==> src/rtl/level_map_renderer.sv <==
// Map-window pixel renderer: side/top walls plus a BCD level number overlay that
// flashes after every level change. Two-stage pixel pipeline, serial double-dabble.
module level_map_renderer #(
  parameter int unsigned PIXEL_WIDTH  = 12,
  parameter int unsigned PHY_WIDTH    = 16,
  parameter int unsigned CAMERA_WIDTH = 6,
  parameter int unsigned NUM_DIGITS   = 2,
  parameter int unsigned SCALE_SHIFT  = 3,
  parameter int unsigned WALL_WIDTH   = 10,
  parameter int unsigned WALL_HEIGHT  = 20,
  parameter int unsigned MAP_WIDTH_X  = 480,
  parameter int unsigned DIGIT_X0     = 120,
  parameter int unsigned DIGIT_PITCH  = 120,
  parameter int unsigned DIGIT_Y      = 160,
  parameter int unsigned FLASH_FRAMES = 32,
  parameter logic [PIXEL_WIDTH-1:0] MAP_COLOR   = 12'hFD8,
  parameter logic [PIXEL_WIDTH-1:0] DIGIT_COLOR = 12'h5FF,
  parameter logic [PIXEL_WIDTH-1:0] FLASH_COLOR = 12'hF00
) (
  input  logic                    clk,
  input  logic                    rst_n,
  input  logic                    frame_start,
  input  logic                    pixel_valid,
  input  logic [PHY_WIDTH-1:0]    map_x,
  input  logic [PHY_WIDTH-1:0]    map_y,
  input  logic [PHY_WIDTH-1:0]    camera_offset,
  input  logic [CAMERA_WIDTH-1:0] camera_y,
  input  logic                    map_on,
  input  logic [PIXEL_WIDTH-1:0]  background_rgb,
  output logic [PIXEL_WIDTH-1:0]  rgb,
  output logic                    rgb_valid,
  output logic                    level_flash
);

  localparam int unsigned LevelW = CAMERA_WIDTH + 1;
  localparam int unsigned BcdW   = 4 * NUM_DIGITS;
  localparam int unsigned CntW   = $clog2(FLASH_FRAMES + 1);
  localparam int unsigned StepW  = $clog2(LevelW + 1);

  typedef logic [PHY_WIDTH-1:0] coord_t;
  localparam coord_t WallW     = coord_t'(WALL_WIDTH);
  localparam coord_t WallXHi   = coord_t'(MAP_WIDTH_X - WALL_WIDTH);
  localparam coord_t WallH     = coord_t'(WALL_HEIGHT);
  localparam coord_t GlyphSize = coord_t'(10 << SCALE_SHIFT);
  localparam coord_t DigitY    = coord_t'(DIGIT_Y);

  typedef enum logic [1:0] {StIdle, StConvert, StFlash} state_e;

  // Seven-segment style 10x10 font; bit index equals glyph column.
  function automatic logic [9:0] font_row(input logic [3:0] d, input logic [3:0] r);
    logic [6:0] s;  // {a,b,c,d,e,f,g}
    logic [9:0] h, lft, rgt;
    h   = 10'b0011111000;
    lft = 10'b0000001000;
    rgt = 10'b0010000000;
    case (d)
      4'd0:    s = 7'b1111110;
      4'd1:    s = 7'b0000110;
      4'd2:    s = 7'b1101101;
      4'd3:    s = 7'b1111001;
      4'd4:    s = 7'b0110011;
      4'd5:    s = 7'b1011011;
      4'd6:    s = 7'b1011111;
      4'd7:    s = 7'b1110000;
      4'd8:    s = 7'b1111111;
      4'd9:    s = 7'b1111011;
      default: s = 7'b0000000;
    endcase
    font_row = '0;
    if (r == 4'd1) begin
      font_row = (s[6] ? h : '0) | (s[1] ? lft : '0) | (s[5] ? rgt : '0);
    end else if (r >= 4'd2 && r <= 4'd4) begin
      font_row = (s[1] ? lft : '0) | (s[5] ? rgt : '0);
    end else if (r == 4'd5) begin
      font_row = (s[0] ? h : '0) | ((s[1] & s[2]) ? lft : '0) | ((s[5] & s[4]) ? rgt : '0);
    end else if (r >= 4'd6 && r <= 4'd8) begin
      font_row = (s[2] ? lft : '0) | (s[4] ? rgt : '0);
    end else if (r == 4'd9) begin
      font_row = (s[3] ? h : '0) | (s[2] ? lft : '0) | (s[4] ? rgt : '0);
    end
  endfunction

  // Control FSM and level/BCD state
  state_e              state_q, state_d;
  logic [LevelW-1:0]   level_q, level_d, sample_q, sample_d, conv_bin_q, conv_bin_d;
  logic [BcdW-1:0]     bcd_q, bcd_d, conv_bcd_q, conv_bcd_d;
  logic [StepW-1:0]    step_q, step_d;
  logic [CntW-1:0]     flash_cnt_q, flash_cnt_d;
  logic                level_flash_q, level_flash_d;
  logic [LevelW-1:0]   level_sample;
  logic [BcdW-1:0]     bcd_adj;
  logic [BcdW+LevelW-1:0] dd;

  always_comb begin
    level_sample = {1'b0, camera_y} + LevelW'(1);
    for (int unsigned j = 0; j < NUM_DIGITS; j++) begin
      bcd_adj[4*j +: 4] = (conv_bcd_q[4*j +: 4] >= 4'd5) ? conv_bcd_q[4*j +: 4] + 4'd3
                                                         : conv_bcd_q[4*j +: 4];
    end
    dd            = {bcd_adj, conv_bin_q} << 1;
    state_d       = state_q;
    level_d       = level_q;
    sample_d      = sample_q;
    conv_bin_d    = conv_bin_q;
    conv_bcd_d    = conv_bcd_q;
    bcd_d         = bcd_q;
    step_d        = step_q;
    flash_cnt_d   = flash_cnt_q;
    unique case (state_q)
      StIdle, StFlash: begin
        if (frame_start) begin
          if (level_sample != level_q) begin
            state_d    = StConvert;
            sample_d   = level_sample;
            conv_bin_d = level_sample;
            conv_bcd_d = '0;
            step_d     = '0;
          end else if (state_q == StFlash) begin
            flash_cnt_d = flash_cnt_q - CntW'(1);
            if (flash_cnt_q == CntW'(1)) state_d = StIdle;
          end
        end
      end
      StConvert: begin
        conv_bcd_d = dd[BcdW+LevelW-1:LevelW];
        conv_bin_d = dd[LevelW-1:0];
        step_d     = step_q + StepW'(1);
        if (step_q == StepW'(LevelW - 1)) begin
          bcd_d       = dd[BcdW+LevelW-1:LevelW];
          level_d     = sample_q;
          flash_cnt_d = CntW'(FLASH_FRAMES);
          state_d     = StFlash;
        end
      end
      default: state_d = StIdle;
    endcase
    level_flash_d = (state_d == StFlash);
  end

  always_ff @(posedge clk or negedge rst_n) begin
    if (!rst_n) begin
      state_q       <= StIdle;
      level_q       <= '0;
      sample_q      <= '0;
      conv_bin_q    <= '0;
      conv_bcd_q    <= '0;
      bcd_q         <= '0;
      step_q        <= '0;
      flash_cnt_q   <= '0;
      level_flash_q <= 1'b0;
    end else begin
      state_q       <= state_d;
      level_q       <= level_d;
      sample_q      <= sample_d;
      conv_bin_q    <= conv_bin_d;
      conv_bcd_q    <= conv_bcd_d;
      bcd_q         <= bcd_d;
      step_q        <= step_d;
      flash_cnt_q   <= flash_cnt_d;
      level_flash_q <= level_flash_d;
    end
  end

  assign level_flash = level_flash_q;

  // Pixel pipeline stage 1: geometry only
  logic                   s1_valid_q, s1_wall_q, s1_hit_q, s1_on_q;
  logic [1:0]             s1_idx_q, s1_idx_d;
  logic [3:0]             s1_row_q, s1_row_d, s1_col_q, s1_col_d;
  logic [PIXEL_WIDTH-1:0] s1_bg_q;
  logic                   wall_d, hit_d, in_y;
  coord_t                 y_scrolled, dy, left;

  always_comb begin
    y_scrolled = map_y + camera_offset;
    wall_d     = (map_x < WallW) || (map_x >= WallXHi) || (y_scrolled < WallH);
    dy         = map_y - DigitY;
    in_y       = (map_y >= DigitY) && (dy < GlyphSize);
    s1_row_d   = 4'(dy >> SCALE_SHIFT);
    hit_d      = 1'b0;
    s1_idx_d   = '0;
    s1_col_d   = '0;
    left       = '0;
    for (int unsigned k = 0; k < NUM_DIGITS; k++) begin
      left = coord_t'(DIGIT_X0 + k * DIGIT_PITCH);
      if (!hit_d && in_y && (map_x >= left) && ((map_x - left) < GlyphSize)) begin
        hit_d    = 1'b1;
        s1_idx_d = 2'(k);
        s1_col_d = 4'((map_x - left) >> SCALE_SHIFT);
      end
    end
  end

  // Stage 2: font lookup and colour priority
  logic [PIXEL_WIDTH-1:0] rgb_q, rgb_d;
  logic                   rgb_valid_q;
  logic [3:0]             nib;
  logic [NUM_DIGITS-1:0]  blank;
  logic                   lead, sel_blank, glyph_bit;
  logic [9:0]             font_bits;

  always_comb begin
    lead      = 1'b1;
    nib       = '0;
    sel_blank = 1'b0;
    for (int unsigned k = 0; k < NUM_DIGITS; k++) begin
      lead     = lead && (bcd_q[4*(NUM_DIGITS-1-k) +: 4] == 4'd0);
      blank[k] = lead && (k != NUM_DIGITS - 1);
      if (2'(k) == s1_idx_q) begin
        nib       = bcd_q[4*(NUM_DIGITS-1-k) +: 4];
        sel_blank = blank[k];
      end
    end
    font_bits = font_row(nib, s1_row_q);
    glyph_bit = (s1_col_q < 4'd10) ? font_bits[s1_col_q] : 1'b0;
    if (!s1_on_q) begin
      rgb_d = '1;
    end else if (s1_wall_q) begin
      rgb_d = s1_bg_q;
    end else if (s1_hit_q && glyph_bit && !sel_blank) begin
      rgb_d = (state_q == StFlash && flash_cnt_q[2]) ? FLASH_COLOR : DIGIT_COLOR;
    end else begin
      rgb_d = MAP_COLOR;
    end
  end

  always_ff @(posedge clk or negedge rst_n) begin
    if (!rst_n) begin
      s1_valid_q  <= 1'b0;
      s1_wall_q   <= 1'b0;
      s1_hit_q    <= 1'b0;
      s1_on_q     <= 1'b0;
      s1_idx_q    <= '0;
      s1_row_q    <= '0;
      s1_col_q    <= '0;
      s1_bg_q     <= '0;
      rgb_q       <= '0;
      rgb_valid_q <= 1'b0;
    end else begin
      s1_valid_q  <= pixel_valid;
      s1_wall_q   <= wall_d;
      s1_hit_q    <= hit_d;
      s1_on_q     <= map_on;
      s1_idx_q    <= s1_idx_d;
      s1_row_q    <= s1_row_d;
      s1_col_q    <= s1_col_d;
      s1_bg_q     <= background_rgb;
      rgb_q       <= rgb_d;
      rgb_valid_q <= s1_valid_q;
    end
  end

  assign rgb       = rgb_q;
  assign rgb_valid = rgb_valid_q;

endmodule

==> config.mk <==
export PLATFORM = sky130hd
export DESIGN_NAME = level_map_renderer
export DESIGN_NICKNAME = d
export VERILOG_FILES = /design/src/rtl/level_map_renderer.sv
export SDC_FILE = /design/constraint.sdc
export NUM_CORES = 1
export LEC_CHECK = 0
export CAP_MARGIN = 20
export CORE_MARGIN = 8
export CORE_UTILIZATION = 50
export CTS_BUF_LIST = sky130_fd_sc_hd__clkbuf_8 sky130_fd_sc_hd__clkbuf_16
export DETAILED_ROUTE_END_ITERATION = 16
export GPL_TIMING_DRIVEN = 0
export PLACE_DENSITY = 0.78
export SYNTH_ARGS = -nofsm -noshare
export SYNTH_HDL_FRONTEND = slang
export SYNTH_SLANG_ARGS = --single-unit
==> constraint.sdc <==
create_clock -name clk -period 2.9 [get_ports clk]
set_clock_uncertainty 0.1 [all_clocks]
set_input_delay 0.435 -clock clk [delete_from_list [all_inputs] [get_ports clk]]
set_output_delay 0.435 -clock clk [all_outputs]
set_load 0.02 [all_outputs]
Word-level counts from Yosys, hierarchy flattened
Memory sizes are Yosys's and may differ from the RTL's.
Index checks and enable logic that the tools add are counted.
Word-level totals
  register bits: 88
  bits in latches: 0
  memory bits (writable): 0
  ROM bits: 112
  input port bits: 71
  output and inout port bits: 14
  word-level logic and storage cells: 147
  memories: 1
Memory list
  (name not given): depth 16, bits a word 7, rd ports 1, clocked after Yosys merged registers in 0, write ports 0, line 56  | case (d)
Cells by class
  add/sub/neg operators: 9
  $mul: 0
  div/mod/pow operators: 0
  order comparisons: 17
  equal/unequal tests: 15
  shift-type cells: 0
  muxes and demuxes: 52
  bitwise gates (word level): 10
  reductions and logical operators: 24
Operators by type and width (number)
  $mux W8: 9
  $lt A16 B7 Y1 const B: 3
  $mux W12: 4
  $mux W10: 4
  $ge A16 B8 Y1 const B: 2
  $mux W4: 8
  $sub A16 B8 Y16 const B: 2
  $mux W6: 4
  $or A10 B10 Y10: 2
  $add A16 B16 Y16: 1
  $ge A16 B7 Y1 const B: 1
  $ge A16 B9 Y1 const B: 1
  $lt A16 B4 Y1 const B: 1
  $lt A16 B5 Y1 const B: 1
  $or A8 B4 Y8: 2
  $or A8 B8 Y8: 2
  $pmux W8 S2: 1
  $sub A16 B7 Y16 const B: 1
  $mux W7: 2
  $pmux W7 S2: 1
  $ge A4 B3 Y1 const B: 3
  $pmux W6 S2: 1
  $logic_and A1 B1 Y1: 11
  $mux W2: 5
  other kinds (37): 55

Longest topological paths before layout
An unclocked memory read counts as a cell.
  depth in word-level cells: 20
  gate-level depth with buffers: 13

Least setup slack after synthesis
OpenSTA, ideal clock, no wires.
  path kind: reg2reg
  start point: reg s1_idx_q[0]
  end point: reg rgb_q[5] (netlist: rgb[5])
  arrival time: 2449 ps
  slack: 282 ps
  cell stages (with the launch flop): 13
  buffers on the path: 2
  path through: dfrtp_1 -> buf_4 -> buf_2 -> nand2_1 -> and2_1 -> ha_1 -> a21oi_1 -> a21oi_1 -> o211ai_1 -> and3b_1 -> a211o_1 -> a211o_2 -> nand3_1
On the way
  cells in the longest elaborated chain, start to end: 20
  elaborated cells on any way between the ends: 40
  classes of those cells: eq/ne: 1; mux: 24; bitwise: 10; reduce/logical: 4; memory: 1
Ends and longest elaborated chain
  start: declaration: line 168  | logic [1:0] s1_idx_q, s1_idx_d;
  start signal: assignment: line 244  | s1_idx_q <= s1_idx_d;
  $logic_not A2 Y1: line 209  | if (2'(k) == s1_idx_q) begin
  $mux W4 (2 in series): line 209
  $mem_v2 Z16 W7
  $mux W8 / $mux W4 (equally long branches): line 79, 77
  $or A8 B4 Y8: line 79  | font_row = (s[3] ? h : '0) | (s[2] ? lft : '0) | (s[4] ? rgt : '0);
  $or A8 B8 Y8: line 79
  $mux W8: line 78  | end else if (r == 4'd9) begin
  $mux W10: line 76  | end else if (r >= 4'd6 && r <= 4'd8) begin
  (+4 left out)
  $mux W1 (not written as such): line 215  | glyph_bit = (s1_col_q < 4'd10) ? font_bits[s1_col_q] : 1'b0;
  $mux W1: line 215
  $logic_and A1 B1 Y1: line 220  | end else if (s1_hit_q && glyph_bit && !sel_blank) begin
  $logic_and A1 B1 Y1 *: line 220
  $mux W12 *: line 220
  $mux W12 *: line 218  | end else if (s1_wall_q) begin
  $mux W12 *: line 216  | if (!s1_on_q) begin
  via rgb_d[5]: line 195  | logic [PIXEL_WIDTH-1:0] rgb_q, rgb_d;
  end signal: assignment: line 248  | rgb_q <= rgb_d;
  end: declaration: line 195
Mark *: on every way through the listed nets, which the timed path passes. The rest lies on a longest branch. The select of a mux whose other input is x is not followed.
A chain may end at the register's enable or synchronous reset.

Worst setup path in the final report
  start point: reg s1_idx_q[0]
  end point: reg rgb_q[0] (netlist: rgb[0])
Same word-level chain as after synthesis.

==> impl_metrics.toml <==
[logic_synthesis]
yosys.area.top_type = "dfrtp_1"
ys_ff_latch = 87
ys_seq_area_share_pct = 42.2
synth-edff-count = 0
syn_area_per_cell_um2 = 9.29
netlist_instances = 555
async_flop_share_pct = 100
synth_top_area_share_pct = 42.2
syn_nets = 662
synthTopCellsByArea = "dfrtp_1 (42%), ha_1 (8.7%), nand2_1 (5.5%), o21ai_0 (3.3%), nor2_1 (3.2%)"
yosys_warnings = 0
synth_cell_types = 69
syn_area_um2 = 5160
synth_ff_type = "dfrtp_1"

[sta]
hold_viol = 0
worst_slack_ps = 172
post-route-min-period_ps = 2730
slew_viol_final = 0
slew_headroom_pct = 63.5
hold_ws_ps = 256
timing.final.crit_share_pct = 94.1
fmax_ghz = 0.367
tightest_slew_ps = 548
setup_viol_count_final = 0

[global_routing]
antenna_found_initial = 0
grt_start_max_net_pins = 47
grt_pass1_vias = 4413
grt_use_total_pct = 17.0
overflow = 0
grt_pass1_wl_um = 20000

[place]
dpl-instance-area_um2 = 6170
place_congestion = 0.841
hpwl_um = 8880
port-buffer-count = 82
place_ws_ps = -278

[critical_path]
path_max_fanout = 10
r2r_end = "rgb[0]$_DFF_PN0_"
cp_cell_sequence = "buf_6, buf_8, nand2_1, and2_2, ha_4, a211oi_1, a21oi_2, o211ai_1, and3b_1, a211o_1, a211o_2, nand3_1"
crit_end = "rgb[0]$_DFF_PN0_"
critPathLaunchType = "flop"
required_ps = 3100
crit_arrival_ps = 2930
reg2reg_from = "s1_idx_q[0]$_DFF_PN0_"
reg2reg_slack_ps = 170
critPathLaunch = "s1_idx_q[0]$_DFF_PN0_"
cp_slowest_stage_delay_ps = 370
endpoint_kind = "flop"
path_class = "flop to flop"
ff2ff_path_depth = 12
cp_slowest_cell = "dfrtp_1"

[clocking]
cts_buffer_depth = 2
cts_tree = "done"
clk_latency_ps = 370
cts.sinks = 87
cts_root_buf = "clkbuf_8"
clk_pin_slew_ps = 80
cts_buffers = 9
htreeDepth = 3

[drt]
ant_nets = 0
vias = 4387
dr.pass1.iters = 4
drc_errors = 0
wl_um = 11600
via_per_inst = 5.55
drt_iter0_drc = 302
wire_per_inst_um = 14.7

[floorplanning]
core-area_um2 = 10200
die_w_um = 118
dieArea_um2 = 13800
die_h_um = 118
rows = 37
io_pins = 85
start_util_pct = 50.6

[layout]
final_common_cell = "dfrtp_1"
num-nets-final = 757
n_antenna_cell = 0
area_growth_syn_to_layout_pct = 25.1
final_area_um2 = 6450
final_cell_mix = "dfrtp_1 (87), clkdlybuf4s50_1 (81), nand2_1 (75)"
drive_gt1_share_pct = 9.16

[status]
status = "complete, no violations"

[power]
vdd_drop_max_uv = 315
cellLeakagePower_uw = 0.00281
p_per_area_nw_per_um2 = 666

[run]
drv_cap = 0

[min_path]
min_path_type = "flop to flop"
## through the flow
step	setup TNS (ps)	power, µW	std cells	util, %
floorplan	0	2940	555	-
global placement	-146120	3390	773	60.4
detailed placement	-6440	3470	774	60.5
CTS	-6.94	4260	791	62.4
global route	-10.8	4640	791	63.3
finish	0	4300	791	63.3
## cell families (layout without fill, tap and decap cells)
kind of cell,Yosys count,count (layout),synth area share (%)
xor gates and xnor gates,28,28,5.02
muxes,11,11,2.26
and+or+nand+nor,220,220,21.3
AOI/OAI and AO/OA,129,129,16.7
DFF,87,87,42.2
adders and majority gates,36,36,8.73
buffers and inverters,44,144,3.71
## synthesized netlist by cell type, types with 3 or more instances
library cell  number
nor4_1             7
a221o_1            3
and2_1             5
or4_1              3
a211oi_1           3
o21a_1             5
o21ai_0           34
nand4_1            5
mux2_2             5
nand3_1           24
a21o_1            11
o211ai_1           4
o2111ai_1          3
xor2_1             9
a31oi_1            9
clkbuf_1          11
xnor2_1           18
nor3b_1            5
nor2_1            44
inv_1             21
nor2b_1            6
nor3_1            13
nor4b_1            4
nand2_1           75
buf_2              8
dfrtp_1           87
nand2b_1          10
and3_1             4
ha_1              36
a211o_1            3
mux2i_1            6
a21oi_1           27
## what timing repair did
action | CTS | global route
endpoints found under the hold margin | 41 | 0
pin swaps | 0 | 3
endpoints found under the setup margin | 8 | 26
setup buffers | 0 | 1
hold buffers | 1 | 0
gates resized for setup | 1 | 19
## power breakdown
group	total, µW	switching (µW)	internal [µW]
Sequential	1760	240	1520
Clock	773	455	318
Combinational	1760	990	774
Total	4300	1680	2610
## worst min path at each step
stage                               startpoint  cells past startpoint                    to  slack (ps)
final                     s1_valid_q$_DFF_PN0_                      0   rgb_valid$_DFF_PN0_         260
after global routing      s1_valid_q$_DFF_PN0_                      0   rgb_valid$_DFF_PN0_         270
after floorplan                          rst_n                      0  bcd_q[0]$_DFFE_PN0P_          40
after detailed placement  s1_valid_q$_DFF_PN0_                      0   rgb_valid$_DFF_PN0_         240
after CTS                 s1_valid_q$_DFF_PN0_                      0   rgb_valid$_DFF_PN0_         260
after global placement    s1_valid_q$_DFF_PN0_                      0   rgb_valid$_DFF_PN0_         240
## state kept, by name, summed over array words and instances (netlist names), 2 cells and up
signal       flops
conv_bin_q       7
state_q          2
conv_bcd_q       8
sample_q         7
rgb             12
s1_row_q         4
s1_col_q         4
flash_cnt_q      6
step_q           3
level_q          7
s1_bg_q         12
bcd_q            8
## critical path, delay by kind of cell (launching register included)
family / cells / cell delay, ps
buffers and inverters: 2 / 300
AO/OA/AOI/OAI: 5 / 1040
adder cells (fa/ha/maj): 1 / 300
AND/OR/NAND/NOR: 4 / 570
flip-flops: 1 / 370
## routing by layer
layer / part of all wire [%] / GRT usage [%] / routed length, µm / vias to the layer above
met5: 0 / 0 / 0 / -
met4: 1.4 / 6.73 / 163 / 0
met3: 5.2 / 3.79 / 598 / 12
met2: 49 / 28.3 / 5660 / 120
met1: 45 / 21.1 / 5190 / 2078
li1: - / - / - / 2177
## layout make-up
class	count	area, µm²
plain buffers	22	128
well taps	136	170
fillers	832	3730
flip-flops and latches	87	2180
clock buffers	9	124
inverters	21	78.8
multi-input cells	424	2860
repair buffers	85	856
clock inverters	7	53.8
Note: power is estimated with default switching activity, not from simulation.
